### src/rtl/seg_scan_pkg.sv
// seg_scan shared constants: digit count, cathode table, blank code.
// Patterns are active-low {g,f,e,d,c,b,a}.
package seg_pkg;

  localparam int DIGITS = 8;
  localparam logic [7:0] SEG_BLANK = 8'hFF;

  typedef logic [$clog2(DIGITS)-1:0] idx_t;

  localparam logic [6:0] SEG_TABLE [16] = '{
    7'h40, 7'h79, 7'h24, 7'h30,
    7'h19, 7'h12, 7'h02, 7'h78,
    7'h00, 7'h10, 7'h08, 7'h03,
    7'h46, 7'h21, 7'h06, 7'h0E
  };

endpackage

### src/rtl/seg_scan_if.sv
// seg_scan data/control bundle between host and display scanner.
// Signal names follow the display pin naming.
interface seg_scan_if;

  logic [31:0] value;
  logic        load;
  logic        enable;
  logic [7:0]  AN;
  logic [7:0]  SEG;
  logic        frame_done;

  modport slave (
    input  value, load, enable,
    output AN, SEG, frame_done
  );

  modport master (
    output value, load, enable,
    input  AN, SEG, frame_done
  );

endinterface

### src/rtl/seg_scan_hex_to_seg.sv
// Hex nibble to active-low 7-segment cathode pattern.
// Purely combinational lookup into the shared table.
module hex_to_seg
  import seg_pkg::*;
(
  input  logic [3:0] hex_i,
  output logic [6:0] seg_o
);

  assign seg_o = SEG_TABLE[hex_i];

endmodule

### src/rtl/seg_scan.sv
// 8-digit multiplexed hex display scanner.
// New words are only committed at frame boundaries.
module seg_scan
  import seg_pkg::*;
#(
  parameter int unsigned DIGIT_CYCLES = 100000,
  parameter bit          BLANK_LZ     = 1'b1
) (
  input  logic       clk,
  input  logic       rst,
  seg_scan_if.slave  bus
);

  localparam int unsigned CW = $clog2(DIGIT_CYCLES);
  localparam logic [CW-1:0] LAST_CNT =
    CW'(DIGIT_CYCLES - 1);
  localparam idx_t LAST_IDX = idx_t'(DIGITS - 1);

  logic [CW-1:0] cnt_q, cnt_d;
  idx_t          idx_q, idx_d;
  logic [31:0]   shown_q, shown_d;
  logic [31:0]   pend_q, pend_d;
  logic          pflag_q, pflag_d;
  logic [7:0]    an_q, an_d;
  logic [7:0]    seg_q, seg_d;
  logic          fd_q, fd_d;

  logic          tick;
  logic          boundary;
  logic [31:0]   upper;
  logic          lz;
  logic [6:0]    seg7;

  // upper holds the current nibble and everything above it
  assign upper = shown_q >> {idx_q, 2'b00};

  hex_to_seg u_dec (
    .hex_i (upper[3:0]),
    .seg_o (seg7)
  );

  always_comb begin
    tick     = (cnt_q == LAST_CNT);
    boundary = tick && (idx_q == LAST_IDX);
    cnt_d    = tick ? '0 : cnt_q + 1'b1;
    idx_d    = tick ? idx_q + 1'b1 : idx_q;
    fd_d     = boundary;
    pend_d   = bus.load ? bus.value : pend_q;
    pflag_d  = pflag_q;
    shown_d  = shown_q;

    if (boundary) begin
      if (bus.load) begin
        shown_d = bus.value;
      end else if (pflag_q) begin
        shown_d = pend_q;
      end
      pflag_d = 1'b0;
    end else if (bus.load) begin
      pflag_d = 1'b1;
    end

    lz    = BLANK_LZ && (idx_q != '0) &&
            (upper == '0);
    an_d  = SEG_BLANK;
    seg_d = SEG_BLANK;
    if (bus.enable && !lz) begin
      an_d  = ~(8'd1 << idx_q);
      seg_d = {1'b1, seg7};
    end
  end

  always_ff @(posedge clk) begin
    if (rst) begin
      cnt_q   <= '0;
      idx_q   <= '0;
      shown_q <= '0;
      pend_q  <= '0;
      pflag_q <= 1'b0;
      an_q    <= SEG_BLANK;
      seg_q   <= SEG_BLANK;
      fd_q    <= 1'b0;
    end else begin
      cnt_q   <= cnt_d;
      idx_q   <= idx_d;
      shown_q <= shown_d;
      pend_q  <= pend_d;
      pflag_q <= pflag_d;
      an_q    <= an_d;
      seg_q   <= seg_d;
      fd_q    <= fd_d;
    end
  end

  assign bus.AN         = an_q;
  assign bus.SEG        = seg_q;
  assign bus.frame_done = fd_q;

endmodule

### src/flat_wrapper.sv
// flat-port wrapper written by rule: the top's interface ports become plain ports
module seg_scan_flat import seg_pkg::*;
#(
  parameter int unsigned DIGIT_CYCLES = 100000,
  parameter bit          BLANK_LZ     = 1'b1
)
  (clk, rst, bus_value, bus_load, bus_enable, bus_AN, bus_SEG, bus_frame_done);
  seg_scan_if bus_i ();
  input  logic clk;
  input  logic rst;
  input wire logic [$bits(bus_i.value)-1:0] bus_value;
  input wire logic [$bits(bus_i.load)-1:0] bus_load;
  input wire logic [$bits(bus_i.enable)-1:0] bus_enable;
  output wire logic [$bits(bus_i.AN)-1:0] bus_AN;
  output wire logic [$bits(bus_i.SEG)-1:0] bus_SEG;
  output wire logic [$bits(bus_i.frame_done)-1:0] bus_frame_done;
  assign bus_i.value = bus_value;
  assign bus_i.load = bus_load;
  assign bus_i.enable = bus_enable;
  assign bus_AN = bus_i.AN;
  assign bus_SEG = bus_i.SEG;
  assign bus_frame_done = bus_i.frame_done;
  seg_scan #(.DIGIT_CYCLES(DIGIT_CYCLES), .BLANK_LZ(BLANK_LZ)) u_core (.clk(clk), .rst(rst), .bus(bus_i));
endmodule
### config.mk
export PLATFORM = sky130hd
export DESIGN_NAME = seg_scan_flat
export DESIGN_NICKNAME = d
export VERILOG_FILES = /design/src/rtl/seg_scan_pkg.sv /design/src/rtl/seg_scan_if.sv /design/src/rtl/seg_scan_hex_to_seg.sv /design/src/rtl/seg_scan.sv /design/src/flat_wrapper.sv
export SDC_FILE = /design/constraint.sdc
export NUM_CORES = 1
export LEC_CHECK = 0
export ABC_AREA = 1
export CAP_MARGIN = 20
export CORE_ASPECT_RATIO = 0.75
export CORE_UTILIZATION = 40
export DETAILED_ROUTE_END_ITERATION = 7
export PLACE_DENSITY_LB_ADDON = 0.3
export SYNTH_ARGS = -nofsm -noshare
export SYNTH_HDL_FRONTEND = slang
export SYNTH_SLANG_ARGS = --single-unit
### constraint.sdc
create_clock -name clk -period 4.2 [get_ports clk]
set_input_delay 0.84 -clock clk [delete_from_list [all_inputs] [get_ports clk]]
set_output_delay 0.84 -clock clk [all_outputs]
set_load 0.03 [all_outputs]
==> results of run 1 <==
==> sequential cells by signal (all words and copies together) (netlist names) <==
register               count
u_core.pend_q             32
u_core.shown_q            32
u_core.cnt_q              17
u_core.bus.SEG             7
u_core.bus.frame_done      1
u_core.pflag_q             1
u_core.idx_q               3
u_core.bus.AN              8
==> logic make-up after synthesis <==
| group | Yosys count | synth area share, % |
|---|---|---|
| AOI/OAI and AO/OA | 31 | 3.45 |
| xor gates and xnor gates | 3 | 0.533 |
| adders and majority gates | 12 | 3.04 |
| buffers and inverters | 84 | 8.27 |
| DFF | 101 | 41.0 |
| muxes | 32 | 6.49 |
| other | 1 | 0.0760 |
| and+or+nand+nor | 419 | 37.2 |
==> critical path, delay by kind of cell, from the launching register on <==
family | cells | cell delay [ps]
adders and majority gates | 1 | 230
buffers and inverters | 3 | 680
DFF | 1 | 300
AOI/OAI and AO/OA | 2 | 290
and+or+nand+nor | 6 | 970
==> worst max path at each step <==
stage                               start                 to  slack [ps]  cells after the start
after global placement         bus_enable   u_core.bus.AN[0]        1650                      4
final                     u_core.idx_q[1]  u_core.bus.SEG[6]        1680                     12
after CTS                 u_core.idx_q[1]  u_core.bus.SEG[6]        1670                     12
after global routing      u_core.idx_q[1]   u_core.bus.AN[2]        1380                     12
after floorplan           u_core.idx_q[0]   u_core.bus.AN[4]        2130                     14
after detailed placement              rst   u_core.cnt_q[12]        1650                      6
==> layout make-up <==
cell class / count / area (um^2) / share of cell area, %
Inverter: 53 / 201 / 3.47
Sequential cell: 101 / 2020 / 34.8
Clock buffer: 11 / 243 / 4.18
Tap cell: 162 / 203 / 3.49
Multi-Input combinational cell: 498 / 2500 / 43.1
Clock inverter: 5 / 81.3 / 1.40
Timing Repair Buffer: 57 / 551 / 9.48
==> power by group <==
part / internal [mW] / switching [mW] / total, mW
combinational: 0.0631 / 0.0650 / 0.128
sequential: 0.982 / 0.00824 / 0.990
clock: 0.539 / 0.349 / 0.888
==> cell usage in the layout (no fill, tap or decap), drive strengths merged <==
cell           synthesis  routed
a211oi                 1       1
xnor2                  2       2
buf                   23       7
o21a                   1       1
nand3b                 7       7
mux2i                 32      32
clkbuf                 8      11
clkinvlp               0       1
o211ai                 4       4
clkinv                 0       1
nand2                210     210
nor3b                  2       2
xor2                   1       1
bufinv                 0       2
nor4                   1       1
nor3                   7       7
o21ai                 13      13
clkdlybuf4s50          0      50
nor2                 132     132
inv                   53      54
dfxtp                101     101
nand4                  2       2
nand3                 57      57
ha                    12      12
or2                    1       1
conb                   1       1
a21oi                 12      12
==> metrics by stage <==
stage          area, um^2  setup slack (ps)  hold WS [ps]
2_1_floorplan        4930              2130           430
3_3_place_gp         5470              1650           448
3_5_place_dp         5480              1650           465
4_1_cts              5800              1670           482
5_1_grt              5800              1380           516
6_report             5800              1680           483
==> layer usage <==
layer  vias to the layer above  track usage [%]  wire length (um)
li1                       2209                -                 -
met2                        57             27.0              4380
met4                         0             5.28                96
met3                         8             3.73               420
met5                         -                0                 0
met1                      1818             24.3              5460
==> flow_summary.toml, run 1 <==
[run_status]
status = "finished clean"

[setup_path]
reg2regPathDepth = 12
path_cells = "buf_4 > inv_1 > o211ai_1 > nand3_1 > nand2_1 > inv_1 > ha_1 > o211ai_1 > nand3b_1 > nor2_2 > nand2_2 > nand3_1"
worstSetupPathType = "flop to flop"
cp_slowest_cell = "inv_1"
worstPathRequired_ps = 4470
r2r_slack_ps = 1680
worstPathArrival_ps = 2800
cp-end-kind = "flop"
worstPathMaxFanout = 17
slowest_delay_ps = 370
startpoint_type = "flop"
r2r-start = "u_core.idx_q[1]"
r2r_end = "u_core.bus.SEG[6]"

[timing]
hold_viol_final = 0
tns_ps = 0
fmax_ghz = 0.396
worst_pin_slew_ps = 736
finClkSkew_ps = 9.92
rsz0062_at_grt = "false"
layout_min_cycle_time_ps = 2520
slew-limit-headroom_pct = 50.9
setup-violations-final = 0
fin_crit_sh_pct = 60.1
drv_slew = 0

[die]
rows = 34
initial_utilization_pct = 41.9
coreArea_mm2 = 0.0118
die_h_um = 98.2
design.die.area_mm2 = 0.0128
io_pins = 53
die_x_um = 130

[worst_hold_path]
min-delay-path-class = "flop to flop"
min_from = "u_core.cnt_q[0]"
holdPathEnd = "u_core.cnt_q[0]"
hold_depth = 1

[synthesis]
ys.flop_type = "dfxtp_1"
synth-async-reset-ratio_pct = 0
syn_area_mm2 = 0.00493
yosysWarningCount = 0
syn_avg_cell_area_um2 = 7.22
synthTopCellsByCount = "nand2_1 (204), nor2_1 (128), dfxtp_1 (101), inv_1 (48), nand3_1 (43)"
synth-edff-count = 0
synth.largest_area_cell = "dfxtp_1"
ys_types = 36
synth_seq_area_share_pct = 41.0
syn_inst = 683
syn_nets = 731
ys_top_cells_by_area = "dfxtp_1 (41%), nand2_1 (16%), nor2_1 (9.7%), mux2i_1 (6.5%), nand3_1 (4.4%)"
ys_seq_elements = 101
yosysMostFrequentCell = "nand2_1"
synth_top_area_share_pct = 41.0

[clock_network]
insertion_delay_ps = 340
root_buffer = "clkbuf_16"
cts_setup_buffers = 0
clock_path_buffers = 2
cts_resized = 0
htree_levels = 3
cts_tree = "built"
clkSlewWorstSetupHoldPaths_ps = 70
numCtsBuffers = 9
holdBufCountCts = 0
clock_sinks = 101

[placed_design]
hpwlAfterDp_mm = 7.67
placedCellCount = 871
portBuffers = 51
gp_congestion = 0.818

[layout]
fin_util_pct = 49.3
area_growth_pct = 17.7
final_cell_count_no_fill = 887
drive_gt1_share_pct = 7.17
antenna_cells = 0
num-nets-final = 768
fillers = 1173

[route]
antenna_left = 0
dr_total_vias = 4092
wire_per_inst_um = 11.7
drtIter0Drc = 272
first_pass_iters = 4
viasPerCell = 4.61
drc = 0
routed_wl_mm = 10.4

[global_route]
grt_max_degree = 65
grt_overflow = 0
antenna_found_initial = 0
first_global_vias = 3899
grt_first_pass_wirelength_mm = 17.7
grt_use_total_pct = 17.5

[flow_run]
cap_violations = 0

[pwr]
powerDensity_mw_per_mm2 = 346
total_power_mw = 2.01
peakVddDrop_v = 0.000200
leakagePower_nw = 2.53
Note: power is estimated with default switching activity, not from simulation.
==> inputs of run 2 (changes only) <==
==> constraint.sdc (replaced) <==
create_clock -name clk -period 2.4 [get_ports clk]
set_input_delay 0.48 -clock clk [delete_from_list [all_inputs] [get_ports clk]]
set_output_delay 0.48 -clock clk [all_outputs]
set_load 0.03 [all_outputs]
==> run 2 against run 1 <==
Net effect: global-route usage increased by 0.36 points; sequential share of layout area shrank 0.19 points; clock skew shrank 1.5 ps; via count grew 2.8%; design area increased by 0.63%; setup slack got worse by 1500 ps; sequential cell count is the same; register-to-register slack lost 1500 ps; first-iteration DRC count down 28%; die area stayed put; sequential power rose by 75%; non-clock buffer count up 5; largest cell class unchanged.
==> flow_summary.toml, run 2 (synthesis results as in run 1) <==
[run_status]
status = "finished clean"

[clock_network]
htree_levels = 3
cts_tree = "built"
clkSlewWorstSetupHoldPaths_ps = 70
clock_path_buffers = 2
insertion_delay_ps = 340
cts_resized = 0
cts_setup_buffers = 0
holdBufCountCts = 0
numCtsBuffers = 9
root_buffer = "clkbuf_16"
clock_sinks = 101

[setup_path]
path_cells = "buf_8 > nand2_1 > nand2_1 > nand2_1 > o21ai_0 > nand2_1 > nand2_1 > ha_1 > o211ai_1 > nand3b_1 > nor2_2 > nand2_4 > nand3_1"
worstSetupPathType = "flop to flop"
worstPathRequired_ps = 2680
path_buf_inv = 1
path_delay_family = "simple AND/OR/NAND/NOR gates"
worstPathArrival_ps = 2460
cp-end-kind = "flop"
startpoint_type = "flop"
cp_slowest_cell = "dfxtp_2"
worstPathMaxFanout = 28
slowest_delay_ps = 380
cp_common_cell = "nand2_1"

[timing]
fin_crit_sh_pct = 90.8
layout_min_cycle_time_ps = 2180
rsz0062_at_grt = "false"
slew-limit-headroom_pct = 53.6
drv_slew = 0
tns_ps = 0
hold_viol_final = 0
worst_pin_slew_ps = 690
fmax_ghz = 0.459
finalWorstSetupSlack_ps = 221
setup-violations-final = 0
finClkSkew_ps = 8.42

[pwr]
powerDensity_mw_per_mm2 = 574
peakVddDrop_v = 0.000425
leakagePower_nw = 2.54

[placed_design]
portBuffers = 51
dpl_cell_area_mm2 = 0.00554
gp_congestion = 0.861
pre_cts_slack_ps = 72.5
hpwlAfterDp_mm = 7.76

[die]
io_pins = 53
initial_utilization_pct = 41.9
coreArea_mm2 = 0.0118
design.die.area_mm2 = 0.0128
rows = 34
die_h_um = 98.2
die_x_um = 130

[layout]
fillers = 1180
area_growth_pct = 18.4
design_area_mm2 = 0.00584
seqCellArea_mm2 = 0.00202
reg_top3 = "u_core.pend_q x32, u_core.shown_q x32, u_core.cnt_q x17"
drive_gt1_share_pct = 7.82
final_cell_mix = "nand2_1 (204), nor2_1 (128), dfxtp_1 (100), clkdlybuf4s50_1 (50), inv_1 (48)"
final_common_cell = "nand2_1"
num-nets-final = 773
multiInputGateArea_mm2 = 0.00251
antenna_cells = 0

[route]
routed_wl_mm = 10.5
drtIter0Drc = 195
drc = 0
wire_per_inst_um = 11.8
dr_total_vias = 4207
first_pass_iters = 5
antenna_left = 0
viasPerCell = 4.72

[global_route]
grt_first_pass_wirelength_mm = 17.9
antenna_found_initial = 0
grt_overflow = 0
first_global_vias = 3836
grt_max_degree = 38
grt_use_total_pct = 17.9

[worst_hold_path]
min-delay-path-class = "flop to flop"

[flow_run]
cap_violations = 0
## run 2: cell count changes in the layout (fill, tap and decap cells not counted), sizes merged
cell / delta
clkinv: +2
inv: -1
bufinv: -1
buf: +5
clkbuf: -1
## run 2: where the power goes
part	internal [mW]	leakage (nW)	switching, mW	total (mW)
registers	1.72	0.824	0.0135	1.73
logic	0.112	1.58	0.115	0.227
clock network	0.797	0.138	0.598	1.39
total	2.63	2.54	0.726	3.35
## run 2: path summary, 6_finish.rpt
check	cells past startpoint	start	end	slack, ps
worst min register to register	1	u_core.cnt_q[0]	u_core.cnt_q[0]	470
worst min-delay path	1	u_core.cnt_q[0]	u_core.cnt_q[0]	470
worst max register to register	13	u_core.idx_q[0]	u_core.bus.AN[7]	220
worst max-delay path	13	u_core.idx_q[0]	u_core.bus.AN[7]	220
## run 2: layer usage
layer	track usage, %	vias up	routed length, um
met5	0	-	0
met4	6.71	0	154
met3	3.78	12	378
met2	26.4	78	4320
met1	25.4	1895	5630
li1	-	2222	-
## run 2: final cells by class
class                      instances  area share, %
clock inverter                     5          0.900
multi-input combinational        498           43.0
sequential                       101           34.6
inverter                          53           3.49
tap                              162           3.47
timing repair buffer              62           10.6
clock buffer                      10           3.92
## run 2: per-stage QoR
stage	hold slack, ps	total power, mW	util (%)	cells
after CTS	477	3.40	49.4	891
final	468	3.35	49.6	891
after floorplan	430	1.90	-	683
after global placement	443	1.99	47.0	876
after detailed placement	461	2.00	47.0	876
after global routing	483	3.49	49.6	891
## run 2: worst register-to-register path, stage by stage (launching register included)
cell and delay, ps:
dfxtp_2 380, buf_8 200, nand2_1 90, nand2_1 90
nand2_1 50, o21ai_0 150, nand2_1 90, nand2_1 150
ha_1 220, o211ai_1 90, nand3b_1 180, nor2_2 140
nand2_4 160, nand3_1 110
==> inputs of run 3 (changes only) <==
--- a/config.mk
+++ b/config.mk
@@ -10,7 +10,6 @@
 export CORE_ASPECT_RATIO = 0.75
 export CORE_UTILIZATION = 40
 export DETAILED_ROUTE_END_ITERATION = 7
-export PLACE_DENSITY_LB_ADDON = 0.3
 export SYNTH_ARGS = -nofsm -noshare
 export SYNTH_HDL_FRONTEND = slang
 export SYNTH_SLANG_ARGS = --single-unit
==> run 3 against run 2 <==
Net effect: first-iteration DRC count increased by 6.7%; critical path depth unchanged; sequential power about the same; clock power increased by 13%; final cell count increased by 0.34%; core utilization increased by 0.48 points; sequential share of layout area decreased by 0.33 points; via count increased by 0.50%; register-to-register slack improved by 80 ps; fmax increased by 3.7%; critical path type unchanged; largest power group unchanged; highest routed layer unchanged.
==> flow_summary.toml, run 3 (synthesis results as in run 1) <==
[setup_path]
cp_slowest_cell = "dfxtp_2"
worstPathArrival_ps = 2380
startpoint_type = "flop"
worstPathMaxFanout = 18
path_cells = "buf_6 > nand2_1 > nand2_1 > nand2_1 > o21ai_1 > nand2_1 > nand2_1 > ha_1 > o211ai_1 > nand3b_1 > nor2_2 > nand2_4 > nand3_1"
slowest_delay_ps = 380
worstPathRequired_ps = 2680
worstSetupPathType = "flop to flop"
cp-end-kind = "flop"
cp_common_cell = "nand2_1"

[global_route]
grt_use_total_pct = 18.4
grt_first_pass_wirelength_mm = 18.6
grt_overflow = 0
first_global_vias = 4019
antenna_found_initial = 0
grt_max_degree = 38

[timing]
finClkSkew_ps = 7.48
hold_viol_final = 0
drv_slew = 0
fin_crit_sh_pct = 87.5
worst_pin_slew_ps = 673
finalWorstSetupSlack_ps = 300
tns_ps = 0
layout_min_cycle_time_ps = 2100
rsz0062_at_grt = "false"
holdWs_ps = 464
slew-limit-headroom_pct = 54.7
fmax_ghz = 0.476
setup-violations-final = 0

[route]
routed_wl_mm = 11.0
dr_total_vias = 4228
viasPerCell = 4.73
wire_per_inst_um = 12.3
drc = 0
first_pass_iters = 4
antenna_left = 0
drtIter0Drc = 208

[clock_network]
cts_setup_buffers = 0
root_buffer = "clkbuf_16"
clock_sinks = 101
clock_path_buffers = 2
htree_levels = 3
holdBufCountCts = 0
clkSlewWorstSetupHoldPaths_ps = 70
cts_tree = "built"
numCtsBuffers = 9
insertion_delay_ps = 350
cts_resized = 0

[die]
io_pins = 53
coreArea_mm2 = 0.0118
initial_utilization_pct = 41.9
design.die.area_mm2 = 0.0128
die_x_um = 130
die_h_um = 98.2
rows = 34

[placed_design]
gp_congestion = 0.836
dpl_cell_area_mm2 = 0.00556
pre_cts_slack_ps = 158
hpwlAfterDp_mm = 8.12
portBuffers = 51

[layout]
design_area_mm2 = 0.00590
drive_gt1_share_pct = 8.20
antenna_cells = 0
final_cell_mix = "nand2_1 (204), nor2_1 (128), dfxtp_1 (100), clkdlybuf4s50_1 (50), inv_1 (48)"
area_growth_pct = 19.5
final_common_cell = "nand2_1"
reg_top3 = "u_core.pend_q x32, u_core.shown_q x32, u_core.cnt_q x17"
num-nets-final = 775

[flow_run]
cap_violations = 0

[pwr]
leakagePower_nw = 2.57
total_power_mw = 3.53
peakVddDrop_v = 0.000379
powerDensity_mw_per_mm2 = 598

[run_status]
status = "finished clean"

[worst_hold_path]
min-delay-path-class = "flop to flop"
==> run 3: cell count changes in the layout (fill, tap and decap cells not counted) <==
| cell | change |
|---|---|
| bufinv_16 | +1 |
| buf_6 | +1 |
| buf_8 | -1 |
| buf_4 | +2 |
| clkinv_4 | +1 |
| o21ai_0 | -1 |
| clkinv_2 | -3 |
| clkbuf_8 | +1 |
| clkinvlp_4 | +1 |
| o21ai_1 | +1 |
==> run 3: power by group <==
part	switching (mW)	internal [mW]
Clock	0.622	0.944
Sequential	0.0131	1.72
Combinational	0.118	0.112
==> run 3: worst max-delay path, delay by kind of cell, from the launching register on <==
family          cells  cell delay [ps]
compound gates      2              230
fa+ha+maj           1              220
buf+inv             1              190
flops               1              380
simple gates        9             1020
==> run 3: stage by stage <==
step	cells	utilization (%)
floorplan	683	-
global placement	878	47.2
detailed placement	878	47.2
CTS	894	49.9
global route	894	50.0
finish	894	50.0
==> run 3: worst paths after layout <==
kind              startpoint  cells past startpoint                to  slack, ps
max reg2reg  u_core.idx_q[0]                     13  u_core.bus.AN[7]        300
min          u_core.cnt_q[0]                      1   u_core.cnt_q[0]        460
max          u_core.idx_q[0]                     13  u_core.bus.AN[7]        300
min reg2reg  u_core.cnt_q[0]                      1   u_core.cnt_q[0]        460
==> run 3: cell type report <==
| type | instances | area, um^2 |
|---|---|---|
| Fill cell | 1193 | 5890 |
| Inverter | 53 | 204 |
| Sequential cell | 101 | 2020 |
| Multi-Input combinational cell | 498 | 2510 |
| Tap cell | 162 | 203 |
| Clock inverter | 5 | 83.8 |
| Clock buffer | 11 | 243 |
| Timing Repair Buffer | 64 | 632 |
==> run 3: metal layers <==
| metal | vias up | GRT usage, % | part of all wire, % |
|---|---|---|---|
| met2 | 64 | 27.5 | 42 |
| met4 | 0 | 5.81 | 1.2 |
| li1 | 2228 | - | - |
| met5 | - | 0 | 0 |
| met3 | 12 | 3.73 | 3.7 |
| met1 | 1924 | 26.2 | 53 |
